### config.mk
export PLATFORM = sky130hd
export DESIGN_NAME = mcp3_arb32_rr
export DESIGN_NICKNAME = d
export VERILOG_FILES = /design/src/rtl/mcp3_arb32_rr_pkg.sv /design/src/rtl/mcp3_decoder5x032.sv /design/src/rtl/mcp3_rr_pick32.sv /design/src/rtl/mcp3_arb32_rr.sv
export SDC_FILE = /design/constraint.sdc
export NUM_CORES = 1
export LEC_CHECK = 0
export BUFFER_PORTS_ARGS = -buffer_cell sky130_fd_sc_hd__buf_2
export CAP_MARGIN = 0
export CORE_UTILIZATION = 63
export DETAILED_ROUTE_END_ITERATION = 10
export PLACE_DENSITY = 0.87
export SETUP_SLACK_MARGIN = 0.5
export SLEW_MARGIN = 25
export SYNTH_ARGS = -nofsm -noshare
export SYNTH_HDL_FRONTEND = slang
export SYNTH_SLANG_ARGS = --single-unit
### constraint.sdc
create_clock -name clock -period 7.95 [get_ports clock]
set_input_delay 0 -clock clock [delete_from_list [all_inputs] [get_ports clock]]
set_output_delay 0 -clock clock [all_outputs]
set_load 0.01 [all_outputs]
### src/rtl/mcp3_arb32_rr_pkg.sv
// Shared constants and state encoding for the 32-way round-robin arbiter.
package mcp3_arb32_rr_pkg;

    localparam int unsigned MCP3_ARB_NUM_REQ = 32;
    localparam int unsigned MCP3_ARB_ID_W    = 5;
    localparam int unsigned MCP3_ARB_WD_W    = 8;

    typedef enum logic {
        MCP3_ARB_IDLE  = 1'b0,
        MCP3_ARB_OWNED = 1'b1
    } mcp3_arb_state_e;

endpackage

### src/rtl/mcp3_decoder5x032.sv
// 5-to-32 binary-to-one-hot decoder.
module mcp3_decoder5x032 (
    input  logic [4:0]  din,
    output logic [31:0] dout
);

    assign dout = 32'(1) << din;

endmodule

### src/rtl/mcp3_rr_pick32.sv
// Combinational round-robin search: first set req bit at or above ptr, with wrap.
module mcp3_rr_pick32
    import mcp3_arb32_rr_pkg::*;
(
    input  logic [MCP3_ARB_NUM_REQ-1:0] req,
    input  logic [MCP3_ARB_ID_W-1:0]    ptr,
    output logic                        any,
    output logic [MCP3_ARB_ID_W-1:0]    winner
);

    logic [MCP3_ARB_NUM_REQ-1:0] rot;
    logic [MCP3_ARB_ID_W-1:0]    idx;

    // Rotate so ptr lands at bit 0, take the lowest set bit, then undo the rotation.
    always_comb begin
        rot = 32'({req, req} >> ptr);
        idx = '0;
        for (int i = MCP3_ARB_NUM_REQ - 1; i >= 0; i--) begin
            if (rot[i]) begin
                idx = 5'(i);
            end
        end
    end

    assign any    = |req;
    assign winner = idx + ptr;

endmodule

### src/rtl/mcp3_arb32_rr.sv
// 32-requester round-robin arbiter with hold-until-release grants.
// Optional grant watchdog enabled by defining MCP3_ARB32_WATCHDOG_EN.
module mcp3_arb32_rr
    import mcp3_arb32_rr_pkg::*;
#(
    parameter int unsigned TIMEOUT_CYC = 255
) (
    input  logic                        clock,
    input  logic                        reset,
    input  logic [MCP3_ARB_NUM_REQ-1:0] req,
    input  logic                        release_pulse,
    output logic                        gnt_valid,
    output logic [MCP3_ARB_ID_W-1:0]    gnt_id,
    output logic [MCP3_ARB_NUM_REQ-1:0] gnt_onehot,
    output logic                        timeout_err
);

    if (TIMEOUT_CYC < 1 || TIMEOUT_CYC > 255) begin : g_bad_timeout
        $error("mcp3_arb32_rr: TIMEOUT_CYC must be within 1..255");
    end

    mcp3_arb_state_e             state_q, state_d;
    logic [MCP3_ARB_ID_W-1:0]    ptr_q, ptr_d;
    logic                        gnt_valid_q, gnt_valid_d;
    logic [MCP3_ARB_ID_W-1:0]    gnt_id_q, gnt_id_d;
    logic                        end_grant;
    logic                        pick_any;
    logic [MCP3_ARB_ID_W-1:0]    pick_winner;
    logic [MCP3_ARB_NUM_REQ-1:0] dec_onehot;
`ifdef MCP3_ARB32_WATCHDOG_EN
    logic [MCP3_ARB_WD_W-1:0]    wd_cnt_q, wd_cnt_d;
    logic                        timeout_err_q, timeout_err_d;
`endif

    mcp3_rr_pick32 u_pick (
        .req    (req),
        .ptr    (ptr_q),
        .any    (pick_any),
        .winner (pick_winner)
    );

    mcp3_decoder5x032 u_dec (
        .din  (gnt_id_q),
        .dout (dec_onehot)
    );

    always_comb begin
        state_d     = state_q;
        ptr_d       = ptr_q;
        gnt_valid_d = gnt_valid_q;
        gnt_id_d    = gnt_id_q;
        end_grant   = release_pulse;
`ifdef MCP3_ARB32_WATCHDOG_EN
        wd_cnt_d      = wd_cnt_q;
        timeout_err_d = 1'b0;
`endif
        unique case (state_q)
            MCP3_ARB_IDLE: begin
                if (pick_any) begin
                    state_d     = MCP3_ARB_OWNED;
                    gnt_valid_d = 1'b1;
                    gnt_id_d    = pick_winner;
`ifdef MCP3_ARB32_WATCHDOG_EN
                    wd_cnt_d    = '0;
`endif
                end
            end
            MCP3_ARB_OWNED: begin
`ifdef MCP3_ARB32_WATCHDOG_EN
                // Release takes precedence; the watchdog only fires on an unreleased grant.
                if (!release_pulse && wd_cnt_q == MCP3_ARB_WD_W'(TIMEOUT_CYC)) begin
                    end_grant     = 1'b1;
                    timeout_err_d = 1'b1;
                end else begin
                    wd_cnt_d = wd_cnt_q + 1'b1;
                end
`endif
                if (end_grant) begin
                    state_d     = MCP3_ARB_IDLE;
                    gnt_valid_d = 1'b0;
                    gnt_id_d    = '0;
                    ptr_d       = gnt_id_q + 5'd1;
                end
            end
            default: state_d = MCP3_ARB_IDLE;
        endcase
    end

    always_ff @(posedge clock) begin
        if (reset) begin
            state_q     <= MCP3_ARB_IDLE;
            ptr_q       <= '0;
            gnt_valid_q <= 1'b0;
            gnt_id_q    <= '0;
`ifdef MCP3_ARB32_WATCHDOG_EN
            wd_cnt_q      <= '0;
            timeout_err_q <= 1'b0;
`endif
        end else begin
            state_q     <= state_d;
            ptr_q       <= ptr_d;
            gnt_valid_q <= gnt_valid_d;
            gnt_id_q    <= gnt_id_d;
`ifdef MCP3_ARB32_WATCHDOG_EN
            wd_cnt_q      <= wd_cnt_d;
            timeout_err_q <= timeout_err_d;
`endif
        end
    end

    assign gnt_valid  = gnt_valid_q;
    assign gnt_id     = gnt_id_q;
    assign gnt_onehot = dec_onehot & {MCP3_ARB_NUM_REQ{gnt_valid_q}};
`ifdef MCP3_ARB32_WATCHDOG_EN
    assign timeout_err = timeout_err_q;
`else
    assign timeout_err = 1'b0;
`endif

endmodule
==> results.ini <==
[timing]
skew_ps=7.19
maxSlewViolCount=0
setup_viol=0
period_minus_slack_ps=5120
tns_ps=0
hold_viol=0
fmax_mhz=195
worstMarginPinSlew_ps=1040
worst_slack_ps=2830
timing.final.crit_share_pct=64.4
grt_setup_unrepaired=false
relSlewSlack_pct=30.7

[clock_network]
cts_buffers=3
cts_setup_buffers=0
clkSlewWorstSetupHoldPaths_ps=60
root_buffer=clkbuf_8
cts_buffer_depth=2
clkLatencyLatePin_ps=240
cts_max_level=1
cts_tree=built
holdBufCountCts=0
cts_resized=0
cts_sinks=12

[layout]
diodes=0
nNetsFinal=544
final_common_cell=buf_2
final_cell_mix=buf_2 (72), nor2_1 (64), mux4_2 (38)
n_fill_cell=464
seqCellArea_um2=246
drive_gt1_share_pct=32.1
multi_input_area_um2=3530
areaGrowthSynthToFinish_pct=7.15

[detailed_routing]
wl_per_cell_um=22.9
ant_nets=0
drt-initial-drc-count=500
num_vias=4381
wirelength_um=13000
drc_errors=0
wl_met1_um=4900
highest_layer=met4
drt_first_pass_iters=5
wl_met3_um=1760
met2_length_um=5780
vias_per_cell=7.67

[setup_path]
r2r-end=gnt_id[4]
critPathKind=reg -> reg
r2r_setup_slack_ps=2830
critPathCaptureType=register
startpoint_type=register
crit_path_end=gnt_id[4]
timing.rr.start=ptr_q[2]
cp_max_fo=46
required_ps=8140
reg2reg_depth=18
worstPathArrival_ps=5310
crit_start=ptr_q[2]

[placed_design]
place_hpwl_um=10000
routabilityCongestion=0.996
dpl_worst_slack_ps=2710
port_buffers=72

[synthesis]
syn_inst=455
synth_seq_cells=12
avgSynthCellArea_um2=8.89
muxShareOfSynthArea_pct=44.0
yosys-top-cells-area=mux4_2 (21%), mux2_2 (8.9%), mux2i_1 (8.4%), dfxtp_1 (5.9%), nor2_1 (5.9%)
syn-cell-area_um2=4040
syn_nets=501
synth_compound_area_share_pct=18.5
synth_cell_types=66
synth_edf_count=0
synth_adder_area_share_pct=3.59
synth_ff_type=dfxtp_1
synthXorXnorAreaFrac_pct=0.866
synth_area_leader_cell=mux4_2
synthArstFlopShare_pct=0
yosys.area_share.simple_pct=20.3
yosysSeqAreaShare_pct=5.94
synth_top_area_share_pct=21.2
synth_top_family_by_area=multiplexers
ys.warnings.count=0

[global_routing]
grt_pass1_wl_um=20700
grt_pass1_vias=3913
grt_overflow_total=0
gr-usage-all-layers_pct=41.0
grt_max_degree=53
antenna_found_initial=0

[power]
finalPower_w=0.000513
p_leak_nw=1.62
pwr_density_cell_nw_per_um2=118
vdd_drop_max_mv=0.120

[floorplanning]
die_x_um=82.1
start_util_pct=66.7
row_count=28
coreArea_um2=6060
ios=74
chipHeight_um=82.1
dieArea_um2=6740

[worst_hold_path]
worstHoldPathType=in -> reg

[status]
status=finished, final reports clean

[job]
maxCapViolCount=0

power by group:
| part | total, W | internal, W | switching [W] |
|---|---|---|---|
| Clock | 0.0000571 | 0.0000334 | 0.0000237 |
| Combinational | 0.000371 | 0.000163 | 0.000208 |
| Sequential | 0.0000845 | 0.0000655 | 0.0000190 |
| Total | 0.000513 | 0.000262 | 0.000251 |
worst max-delay path, stage by stage, from the launching register on:
cell,delay (ps)
dfxtp_2,1000
mux4_2,690
mux2_1,380
mux4_2,530
a21boi_0,220
o21ai_0,130
a221oi_1,310
o41ai_1,110
a21o_1,210
ha_1,190
inv_1,60
fa_1,170
nor2b_1,60
o21a_1,170
nor2_1,120
xnor2_1,170
nand2b_1,100
a311o_1,320
nand3_1,80
worst min-delay path by stage:
| stage | startpoint | endpoint | slack [ps] | depth (start not counted) |
|---|---|---|---|---|
| 6_report | reset | gnt_id[3] | 80 | 2 |
| 5_1_grt | reset | gnt_id[2] | 110 | 2 |
| 4_1_cts | reset | gnt_id[3] | 70 | 2 |
| 3_5_place_dp | reset | gnt_id[3] | 330 | 2 |
| 3_3_place_gp | reset | gnt_id[0] | 320 | 2 |
| 2_1_floorplan | reset | gnt_id[4] | 200 | 2 |
layout make-up:
| class | instances | share of cell area, % |
|---|---|---|
| multi-input combinational | 397 | 81.5 |
| timing repair buffer | 76 | 9.01 |
| sequential | 12 | 5.69 |
| tap | 75 | 2.17 |
| clock buffer | 3 | 0.953 |
| inverter | 8 | 0.693 |
cells by family after synthesis:
| group | count (synthesis) |
|---|---|
| multiplexers | 117 |
| buffers and inverters | 46 |
| adder cells (fa/ha/maj) | 11 |
| AO/OA/AOI/OAI | 95 |
| other | 1 |
| flip-flops | 12 |
| AND/OR/NAND/NOR | 169 |
| XOR/XNOR | 4 |
state kept, by name, summed over array words and instances, names as in the netlist:
| signal | cells |
|---|---|
| gnt_id | 5 |
| state_q | 1 |
| ptr_q | 5 |
| gnt_valid | 1 |
layer usage:
| layer | vias to the layer above | track usage [%] |
|---|---|---|
| met5 | - | 0 |
| met4 | 0 | 18.1 |
| met1 | 2056 | 54.4 |
| li1 | 1893 | - |
| met3 | 55 | 11.0 |
| met2 | 377 | 62.5 |
stage by stage:
stage               hold slack (ps)  cell area (um^2)  cells  util, %
floorplan                       202              4040    455        -
global placement                323              4290    568     70.8
detailed placement              325              4290    568     70.8
CTS                            74.9              4330    571     71.4
global route                    112              4330    571     71.5
finish                         78.8              4330    571     71.5
synth_stat cells (all sizes together), types with 4 or more instances:
| cell type | n |
|---|---|
| buf | 19 |
| o211ai | 4 |
| nor3 | 8 |
| a21o | 4 |
| a21oi | 8 |
| or2 | 4 |
| nor2b | 9 |
| mux4 | 43 |
| a31oi | 7 |
| nand3 | 18 |
| inv | 8 |
| nor4 | 8 |
| nor2 | 64 |
| clkbuf | 19 |
| ha | 10 |
| nand2b | 9 |
| mux2 | 40 |
| mux2i | 34 |
| a22oi | 5 |
| a221oi | 17 |
| and2 | 4 |
| dfxtp | 12 |
| a211o | 4 |
| o21ai | 8 |
| nand2 | 31 |
(Power assumes the default switching activity.)
